--- config.mk ---
export PLATFORM = sky130hd
export DESIGN_NAME = fp16_div_seq
export DESIGN_NICKNAME = d
export VERILOG_FILES = /design/src/rtl/fp16_div_seq.sv
export SDC_FILE = /design/constraint.sdc
export NUM_CORES = 1
export LEC_CHECK = 0
export CAP_MARGIN = 20
export CORE_MARGIN = 8
export CORE_UTILIZATION = 35
export CTS_CLUSTER_SIZE = 40
export DETAILED_ROUTE_END_ITERATION = 12
export PLACE_DENSITY_LB_ADDON = 0.25
export SLEW_MARGIN = 10
export SYNTH_ARGS = -nofsm -noshare
export SYNTH_HDL_FRONTEND = slang
export SYNTH_SLANG_ARGS = --single-unit
export TNS_END_PERCENT = 10
--- constraint.sdc ---
create_clock -name clk_i -period 3.1 [get_ports clk_i]
set_input_delay 0.465 -clock clk_i [delete_from_list [all_inputs] [get_ports clk_i]]
set_output_delay 0.465 -clock clk_i [all_outputs]
set_load 0.03 [all_outputs]
--- src/rtl/fp16_div_seq.sv ---
// fp16_div_seq -- sequential IEEE-754 half-precision divider.
//
// Restoring radix-2 mantissa division, one quotient bit per cycle, then
// round-to-nearest-even. It uses the same sign, exponent and infinity
// conventions as the companion FP16 multiplier.
//
// Optional feature macro: FP16_DIV_SUBNORM_EN
//   defined   : subnormal operands are normalised and subnormal results are
//               produced with guard/sticky rounding.
//   undefined : subnormal operands count as zero and results with e <= 0
//               flush to signed zero.
//
// Ports
//   clk_i      : clock, rising edge
//   rst_i      : synchronous active-high reset
//   start_i    : operation request, sampled only while idle
//   a_i, b_i   : dividend / divisor (FP16), captured on accept
//   quot_o     : registered quotient, holds until the next result
//   overflow_o : infinite/NaN result flag, registered with quot_o
//   busy_o     : high from the cycle after accept through the done cycle
//   done_o     : one-cycle pulse, quot_o/overflow_o valid
`timescale 1ns/1ps
module fp16_div_seq (
   input  logic        clk_i,
   input  logic        rst_i,
   input  logic        start_i,
   input  logic [15:0] a_i,
   input  logic [15:0] b_i,
   output logic [15:0] quot_o,
   output logic        overflow_o,
   output logic        busy_o,
   output logic        done_o
);

   localparam logic [2:0] S_IDLE  = 3'd0;
   localparam logic [2:0] S_PREP  = 3'd1;
   localparam logic [2:0] S_DIV   = 3'd2;
   localparam logic [2:0] S_ROUND = 3'd3;
   localparam logic [2:0] S_DONE  = 3'd4;

`ifdef FP16_DIV_SUBNORM_EN
   // Left shift that moves the leading one of m to bit 10.
   function automatic logic [3:0] lzc11(input logic [10:0] m);
      lzc11 = 4'd0;
      for (int i = 0; i < 11; i++) begin
         if (m[i]) lzc11 = 4'(10 - i);
      end
   endfunction
`endif

   logic [2:0]        state_q, state_d;
   logic [15:0]       a_q, a_d, b_q, b_d;
   logic              sign_q, sign_d;
   logic signed [6:0] exp_q, exp_d;
   logic [11:0]       rem_q, rem_d;
   logic [10:0]       div_q, div_d;
   logic [12:0]       quo_q, quo_d;
   logic [3:0]        cnt_q, cnt_d;
   logic [15:0]       quot_q, quot_d;
   logic              ovf_q, ovf_d, busy_q, busy_d, done_q, done_d;

   // Operand classification (PREP)
   logic [4:0]        ea_s, eb_s;
   logic [9:0]        fa_s, fb_s;
   logic              sgn_s, a_nan_s, b_nan_s, a_inf_s, b_inf_s, a_zero_s, b_zero_s;
   logic [10:0]       ma_s, mb_s;
   logic signed [6:0] eeff_a_s, eeff_b_s;
   // Division step (DIV)
   logic              rem_ge_s;
   logic [10:0]       rem_sub_s;
   // Normalise and round (ROUND)
   logic [10:0]       m_n_s, m_f_s;
   logic              g_s, s_s, rup_s;
   logic signed [6:0] e_n_s, e_f_s;
   logic [11:0]       m_sum_s;
   logic [15:0]       res_s;
   logic              res_ovf_s;
`ifdef FP16_DIV_SUBNORM_EN
   logic [3:0]        lz_a_s, lz_b_s;
   logic signed [6:0] sh_s;
   logic [23:0]       ext_s;
   logic [10:0]       m_sub_s;
   logic              g_sub_s, s_sub_s, rup_sub_s;
`endif

   // Operand classification, mantissa formation and exponent difference
   always_comb begin
      ea_s  = a_q[14:10];
      eb_s  = b_q[14:10];
      fa_s  = a_q[9:0];
      fb_s  = b_q[9:0];
      sgn_s = a_q[15] ^ b_q[15];
      a_nan_s = (ea_s == 5'd31) && (fa_s != 10'd0);
      b_nan_s = (eb_s == 5'd31) && (fb_s != 10'd0);
      a_inf_s = (ea_s == 5'd31) && (fa_s == 10'd0);
      b_inf_s = (eb_s == 5'd31) && (fb_s == 10'd0);
`ifdef FP16_DIV_SUBNORM_EN
      a_zero_s = (ea_s == 5'd0) && (fa_s == 10'd0);
      b_zero_s = (eb_s == 5'd0) && (fb_s == 10'd0);
      lz_a_s   = lzc11({ea_s != 5'd0, fa_s});
      lz_b_s   = lzc11({eb_s != 5'd0, fb_s});
      ma_s     = {ea_s != 5'd0, fa_s} << lz_a_s;
      mb_s     = {eb_s != 5'd0, fb_s} << lz_b_s;
      // Subnormals use an effective exponent of 1 before the shift adjustment.
      eeff_a_s = ((ea_s == 5'd0) ? 7'sd1 : {2'b00, ea_s}) - {3'b000, lz_a_s};
      eeff_b_s = ((eb_s == 5'd0) ? 7'sd1 : {2'b00, eb_s}) - {3'b000, lz_b_s};
`else
      a_zero_s = (ea_s == 5'd0);
      b_zero_s = (eb_s == 5'd0);
      ma_s     = {1'b1, fa_s};
      mb_s     = {1'b1, fb_s};
      eeff_a_s = {2'b00, ea_s};
      eeff_b_s = {2'b00, eb_s};
`endif
   end

   // One restoring-division step; the remainder stays below 2*divisor
   always_comb begin
      rem_ge_s  = rem_q >= {1'b0, div_q};
      if (rem_ge_s) begin
         rem_sub_s = 11'(rem_q - {1'b0, div_q});
      end else begin
         rem_sub_s = rem_q[10:0];
      end
   end

   // Normalise the quotient, round to nearest even, and detect range limits
   always_comb begin
      if (quo_q[12]) begin
         m_n_s = quo_q[12:2];
         g_s   = quo_q[1];
         s_s   = quo_q[0] | (rem_q != 12'd0);
         e_n_s = exp_q;
      end else begin
         m_n_s = quo_q[11:1];
         g_s   = quo_q[0];
         s_s   = (rem_q != 12'd0);
         e_n_s = exp_q - 7'sd1;
      end
      rup_s   = g_s & (s_s | m_n_s[0]);
      m_sum_s = {1'b0, m_n_s} + {11'd0, rup_s};
      if (m_sum_s[11]) begin
         m_f_s = m_sum_s[11:1];
         e_f_s = e_n_s + 7'sd1;
      end else begin
         m_f_s = m_sum_s[10:0];
         e_f_s = e_n_s;
      end
`ifdef FP16_DIV_SUBNORM_EN
      // Denormalise before rounding; bits pushed out collect in sticky.
      sh_s      = 7'sd1 - e_n_s;
      ext_s     = {m_n_s, g_s, 12'd0} >> sh_s[3:0];
      m_sub_s   = ext_s[23:13];
      g_sub_s   = ext_s[12];
      s_sub_s   = s_s | (ext_s[11:0] != 12'd0);
      rup_sub_s = g_sub_s & (s_sub_s | m_sub_s[0]);
      if (e_n_s <= 7'sd0) begin
         res_ovf_s = 1'b0;
         if (sh_s >= 7'sd12) begin
            res_s = {sgn_q_or(sign_q), 15'd0};
         end else begin
            // A carry into bit 10 lands in the exponent field as exp=1.
            res_s = {sign_q, 4'd0, m_sub_s + {10'd0, rup_sub_s}};
         end
      end else if (e_f_s >= 7'sd31) begin
         res_s     = {sign_q, 5'h1F, 10'h000};
         res_ovf_s = 1'b1;
      end else begin
         res_s     = {sign_q, e_f_s[4:0], m_f_s[9:0]};
         res_ovf_s = 1'b0;
      end
`else
      if (e_f_s >= 7'sd31) begin
         res_s     = {sign_q, 5'h1F, 10'h000};
         res_ovf_s = 1'b1;
      end else if (e_f_s <= 7'sd0) begin
         res_s     = {sign_q, 15'd0};
         res_ovf_s = 1'b0;
      end else begin
         res_s     = {sign_q, e_f_s[4:0], m_f_s[9:0]};
         res_ovf_s = 1'b0;
      end
`endif
   end

`ifdef FP16_DIV_SUBNORM_EN
   // Identity helper keeping the zero-result sign expression uniform.
   function automatic logic sgn_q_or(input logic s);
      sgn_q_or = s;
   endfunction
`endif

   // Control FSM and datapath next-state
   always_comb begin
      state_d = state_q;
      a_d     = a_q;
      b_d     = b_q;
      sign_d  = sign_q;
      exp_d   = exp_q;
      rem_d   = rem_q;
      div_d   = div_q;
      quo_d   = quo_q;
      cnt_d   = cnt_q;
      quot_d  = quot_q;
      ovf_d   = ovf_q;
      busy_d  = busy_q;
      done_d  = 1'b0;
      case (state_q)
         S_IDLE: begin
            if (start_i) begin
               a_d     = a_i;
               b_d     = b_i;
               busy_d  = 1'b1;
               state_d = S_PREP;
            end else begin
               state_d = S_IDLE;
            end
         end
         S_PREP: begin
            sign_d = sgn_s;
            if (a_nan_s || b_nan_s || (a_inf_s && b_inf_s) || (a_zero_s && b_zero_s)) begin
               quot_d = 16'h7E00;
               ovf_d  = 1'b1;
            end else if (a_inf_s || b_zero_s) begin
               quot_d = {sgn_s, 5'h1F, 10'h000};
               ovf_d  = 1'b1;
            end else begin
               quot_d = {sgn_s, 15'd0};
               ovf_d  = 1'b0;
            end
            if (a_nan_s || b_nan_s || a_inf_s || b_inf_s || a_zero_s || b_zero_s) begin
               done_d  = 1'b1;
               state_d = S_DONE;
            end else begin
               // Normal operand pair: restore the held result and start dividing.
               quot_d  = quot_q;
               ovf_d   = ovf_q;
               rem_d   = {1'b0, ma_s};
               div_d   = mb_s;
               quo_d   = 13'd0;
               cnt_d   = 4'd0;
               exp_d   = eeff_a_s - eeff_b_s + 7'sd15;
               state_d = S_DIV;
            end
         end
         S_DIV: begin
            rem_d = {rem_sub_s, 1'b0};
            quo_d = {quo_q[11:0], rem_ge_s};
            cnt_d = cnt_q + 4'd1;
            if (cnt_q == 4'd12) begin
               state_d = S_ROUND;
            end else begin
               state_d = S_DIV;
            end
         end
         S_ROUND: begin
            quot_d  = res_s;
            ovf_d   = res_ovf_s;
            done_d  = 1'b1;
            state_d = S_DONE;
         end
         S_DONE: begin
            busy_d  = 1'b0;
            state_d = S_IDLE;
         end
         default: begin
            busy_d  = 1'b0;
            state_d = S_IDLE;
         end
      endcase
   end

   // State and output registers with synchronous reset
   always_ff @(posedge clk_i) begin
      if (rst_i) begin
         state_q <= S_IDLE;
         a_q     <= 16'd0;
         b_q     <= 16'd0;
         sign_q  <= 1'b0;
         exp_q   <= 7'sd0;
         rem_q   <= 12'd0;
         div_q   <= 11'd0;
         quo_q   <= 13'd0;
         cnt_q   <= 4'd0;
         quot_q  <= 16'd0;
         ovf_q   <= 1'b0;
         busy_q  <= 1'b0;
         done_q  <= 1'b0;
      end else begin
         state_q <= state_d;
         a_q     <= a_d;
         b_q     <= b_d;
         sign_q  <= sign_d;
         exp_q   <= exp_d;
         rem_q   <= rem_d;
         div_q   <= div_d;
         quo_q   <= quo_d;
         cnt_q   <= cnt_d;
         quot_q  <= quot_d;
         ovf_q   <= ovf_d;
         busy_q  <= busy_d;
         done_q  <= done_d;
      end
   end

   assign quot_o     = quot_q;
   assign overflow_o = ovf_q;
   assign busy_o     = busy_q;
   assign done_o     = done_q;

endmodule
==> flow_summary.yaml <==
floorplanning:
  design.portCount: 54
  die_y_um: 142
  core_mm2: 0.0158
  die-area_mm2: 0.0203
  initial_core_util_pct: 35.4
  row_count: 46
  die_w_um: 142
synthesis:
  async_flop_share_pct: 0
  synth_cell_type_count: 56
  ys_seq_elements: 102
  avgSynthCellArea_um2: 7.59
  syn_inst: 736
  synth-seq-area-share_pct: 36.6
  yosysTopAreaCell: "dfxtp_1"
  yosysTopAreaCellShare_pct: 36.6
  post-synth-top-count-cell: "nand2_1"
  synth_area_leaders: "dfxtp_1 (37%), nand2_1 (11%), a21oi_1 (7.5%)"
  syn_area_mm2: 0.00559
  yosysWarnings: 0
  synth_common_cells: "nand2_1 (158), dfxtp_1 (102), a21oi_1 (84)"
  synth-edff-count: 0
  synth_nets: 795
  synth_ff_type: "dfxtp_1"
setup_path:
  cp_max_fo: 3
  worst_ep_required_time_ps: 3370
  rr_worst_depth: 12
  timing.setup.critical_path_class: "flip-flop to flip-flop"
  reg2reg_from: "exp_q[1]"
  worst_setup_path_end_kind: "flip-flop"
  max_stage_delay_ps: 420
  r2r-end: "quot_o[9]"
  r2r_slack_ps: 150
  crit_buf_inv: 1
  arrival_ps: 3220
  critPathLaunchType: "flip-flop"
  path_cells: "inv_1 -> ha_1 -> nor2b_1 -> a21oi_2 -> ha_1 -> nand4_1 -> a211o_1 -> or3_4 -> a21oi_4 -> nand4_1 -> or3_1 -> a311oi_2"
  cp_top_family: "simple AND/OR/NAND/NOR gates"
  cp_slowest_cell: "or3_1"
pwr:
  power_density_mw_per_mm2: 498
  power.leakage_uw: 0.00246
  ir_worst_vdd_mv: 0.278
global_routing:
  grt-ovfl-total: 0
  grt_max_degree: 43
  grt_pass1_wl_um: 22600
  grt_usage_pct: 13.6
  first_global_vias: 4757
  antenna_found_initial: 0
sta:
  fmax_mhz: 339
  finalSetupViolations: 0
  fin_worst_skew_ps: 11.8
  slew_viol_final: 0
  rsz0062_at_grt: "false"
  whs_ps: 457
  setup_tns_ps: 0
  post-route-period-util_pct: 95.1
  tightestPinTransition_ps: 941
  hold_violations: 0
  period_needed_ps: 2950
  relSlewSlack_pct: 37.2
detailed_routing:
  antenna_left: 0
  wl_per_cell_um: 13.4
  vias_per_cell: 4.97
  dr.pass1.iters: 4
  route.detailed.drc: 0
  vias: 4973
  drt_iter0_drc: 199
  wirelength_um: 13400
layout:
  n_antenna_cell: 0
  final_util_pct: 42.7
  final_cell_area_mm2: 0.00673
  fillerInstances: 1684
  area_growth_pct: 20.5
  nets: 839
  drive_above_1_share_pct: 7.90
worst_hold_path:
  min_path_cells: 2
  hold_path_end: "div_q[4]"
  min_path_type: "flip-flop to flip-flop"
  holdCritStartpoint: "div_q[4]"
cts:
  cts_resized: 0
  cts_inserted_buffers: 9
  postCtsSetupBuffers: 0
  htree_levels: 3
  cts_tree: "built"
  root_buffer: "clkbuf_16"
  clock_latency_ps: 360
  cts_hold_buf: 0
  cts_sinks: 102
  clkTransAtPathRegs_ps: 70
  cts_buffer_depth: 2
placed_design:
  io_buffers: 53
  place_area_mm2: 0.00644
  gp_congestion: 0.862
  place_hpwl_um: 9960
outcome:
  status: "finished, final reports clean"
job:
  maxCapViolations: 0
==> state kept, by name, indices dropped and copies added, names as in the netlist, 3 cells and up <==
name / count
quot_o: 16
div_q: 11
exp_q: 7
state_q: 3
b_q: 16
a_q: 16
quo_q: 13
cnt_q: 4
rem_q: 12
==> routing by layer <==
layer	vias up	share of wire, %	GRT usage (%)
met5	-	0	0
met4	0	1.6	4.19
met3	14	3.9	3.56
met2	76	45	22.1
met1	2229	49	17.3
li1	2654	-	-
==> kinds of logic (layout without fill, tap and decap cells) <==
| logic type | Yosys count | after routing | share of synthesized area, % |
|---|---|---|---|
| AOI/OAI and AO/OA | 172 | 172 | 19.5 |
| xor gates and xnor gates | 28 | 28 | 4.39 |
| adders and majority gates | 24 | 24 | 5.65 |
| buffers and inverters | 75 | 124 | 5.26 |
| DFF | 102 | 102 | 36.6 |
| muxes | 15 | 15 | 2.82 |
| and+or+nand+nor | 320 | 320 | 25.9 |
==> where the power goes <==
part | switching, uW | leakage [uW] | internal [uW]
combinational | 459 | 0.00150 | 369
clock | 534 | 0.000134 | 554
sequential | 58.6 | 0.000829 | 1380
total | 1050 | 0.00246 | 2300
==> how the worst max path moves through the flow <==
stage          startpoint        end  slack (ps)  cells after the start
6_report         exp_q[1]  quot_o[9]         150                     12
5_1_grt          exp_q[1]  quot_o[9]          20                     12
4_1_cts          exp_q[1]  quot_o[9]          80                     12
3_5_place_dp     exp_q[1]  quot_o[9]          90                     12
3_3_place_gp     exp_q[1]  quot_o[9]         190                     12
2_1_floorplan    exp_q[0]  quot_o[9]        -100                     13
==> placed cells by master, fill, tap and decap left out, drive strengths merged, types with 4 or more instances in the layout <==
master           n
inv             31
nand2b           9
dfxtp          102
nor3            22
nand2          158
buf             27
a21oi           85
and3             8
o21ai           19
nand3           27
a311oi           4
clkdlybuf4s50   52
or3              7
mux2i            9
mux2             6
xnor2           16
nor2b            8
nor2            51
a22o             8
a21o            11
ha              22
nor4             9
xor2            12
a211oi          17
clkbuf           9
nand4            8
==> cell type report <==
class                           instances  area, um^2  area share, %
Sequential cell                       102        2040           30.3
Clock buffer                            9         225           3.35
Clock inverter                          7        57.6          0.855
Multi-Input combinational cell        559        3270           48.5
Timing Repair Buffer                   79         758           11.3
Tap cell                              216         270           4.02
Inverter                               29         109           1.62
==> per-stage QoR <==
step                std cells  power [uW]  setup WS [ps]
floorplan                 736        2040           -100
global placement          985        2290            193
detailed placement        985        2300           89.9
CTS                      1001        3390           78.7
global route             1001        3550           19.5
finish                   1001        3350            152
==> worst reg2reg max path, delay by kind of cell, from the launching register on <==
family / cells / cell delay [ps]
compound gates: 4 / 820
fa+ha+maj: 2 / 430
buf+inv: 1 / 70
flops: 1 / 330
simple gates: 5 / 1210
(Power assumes the default switching activity.)
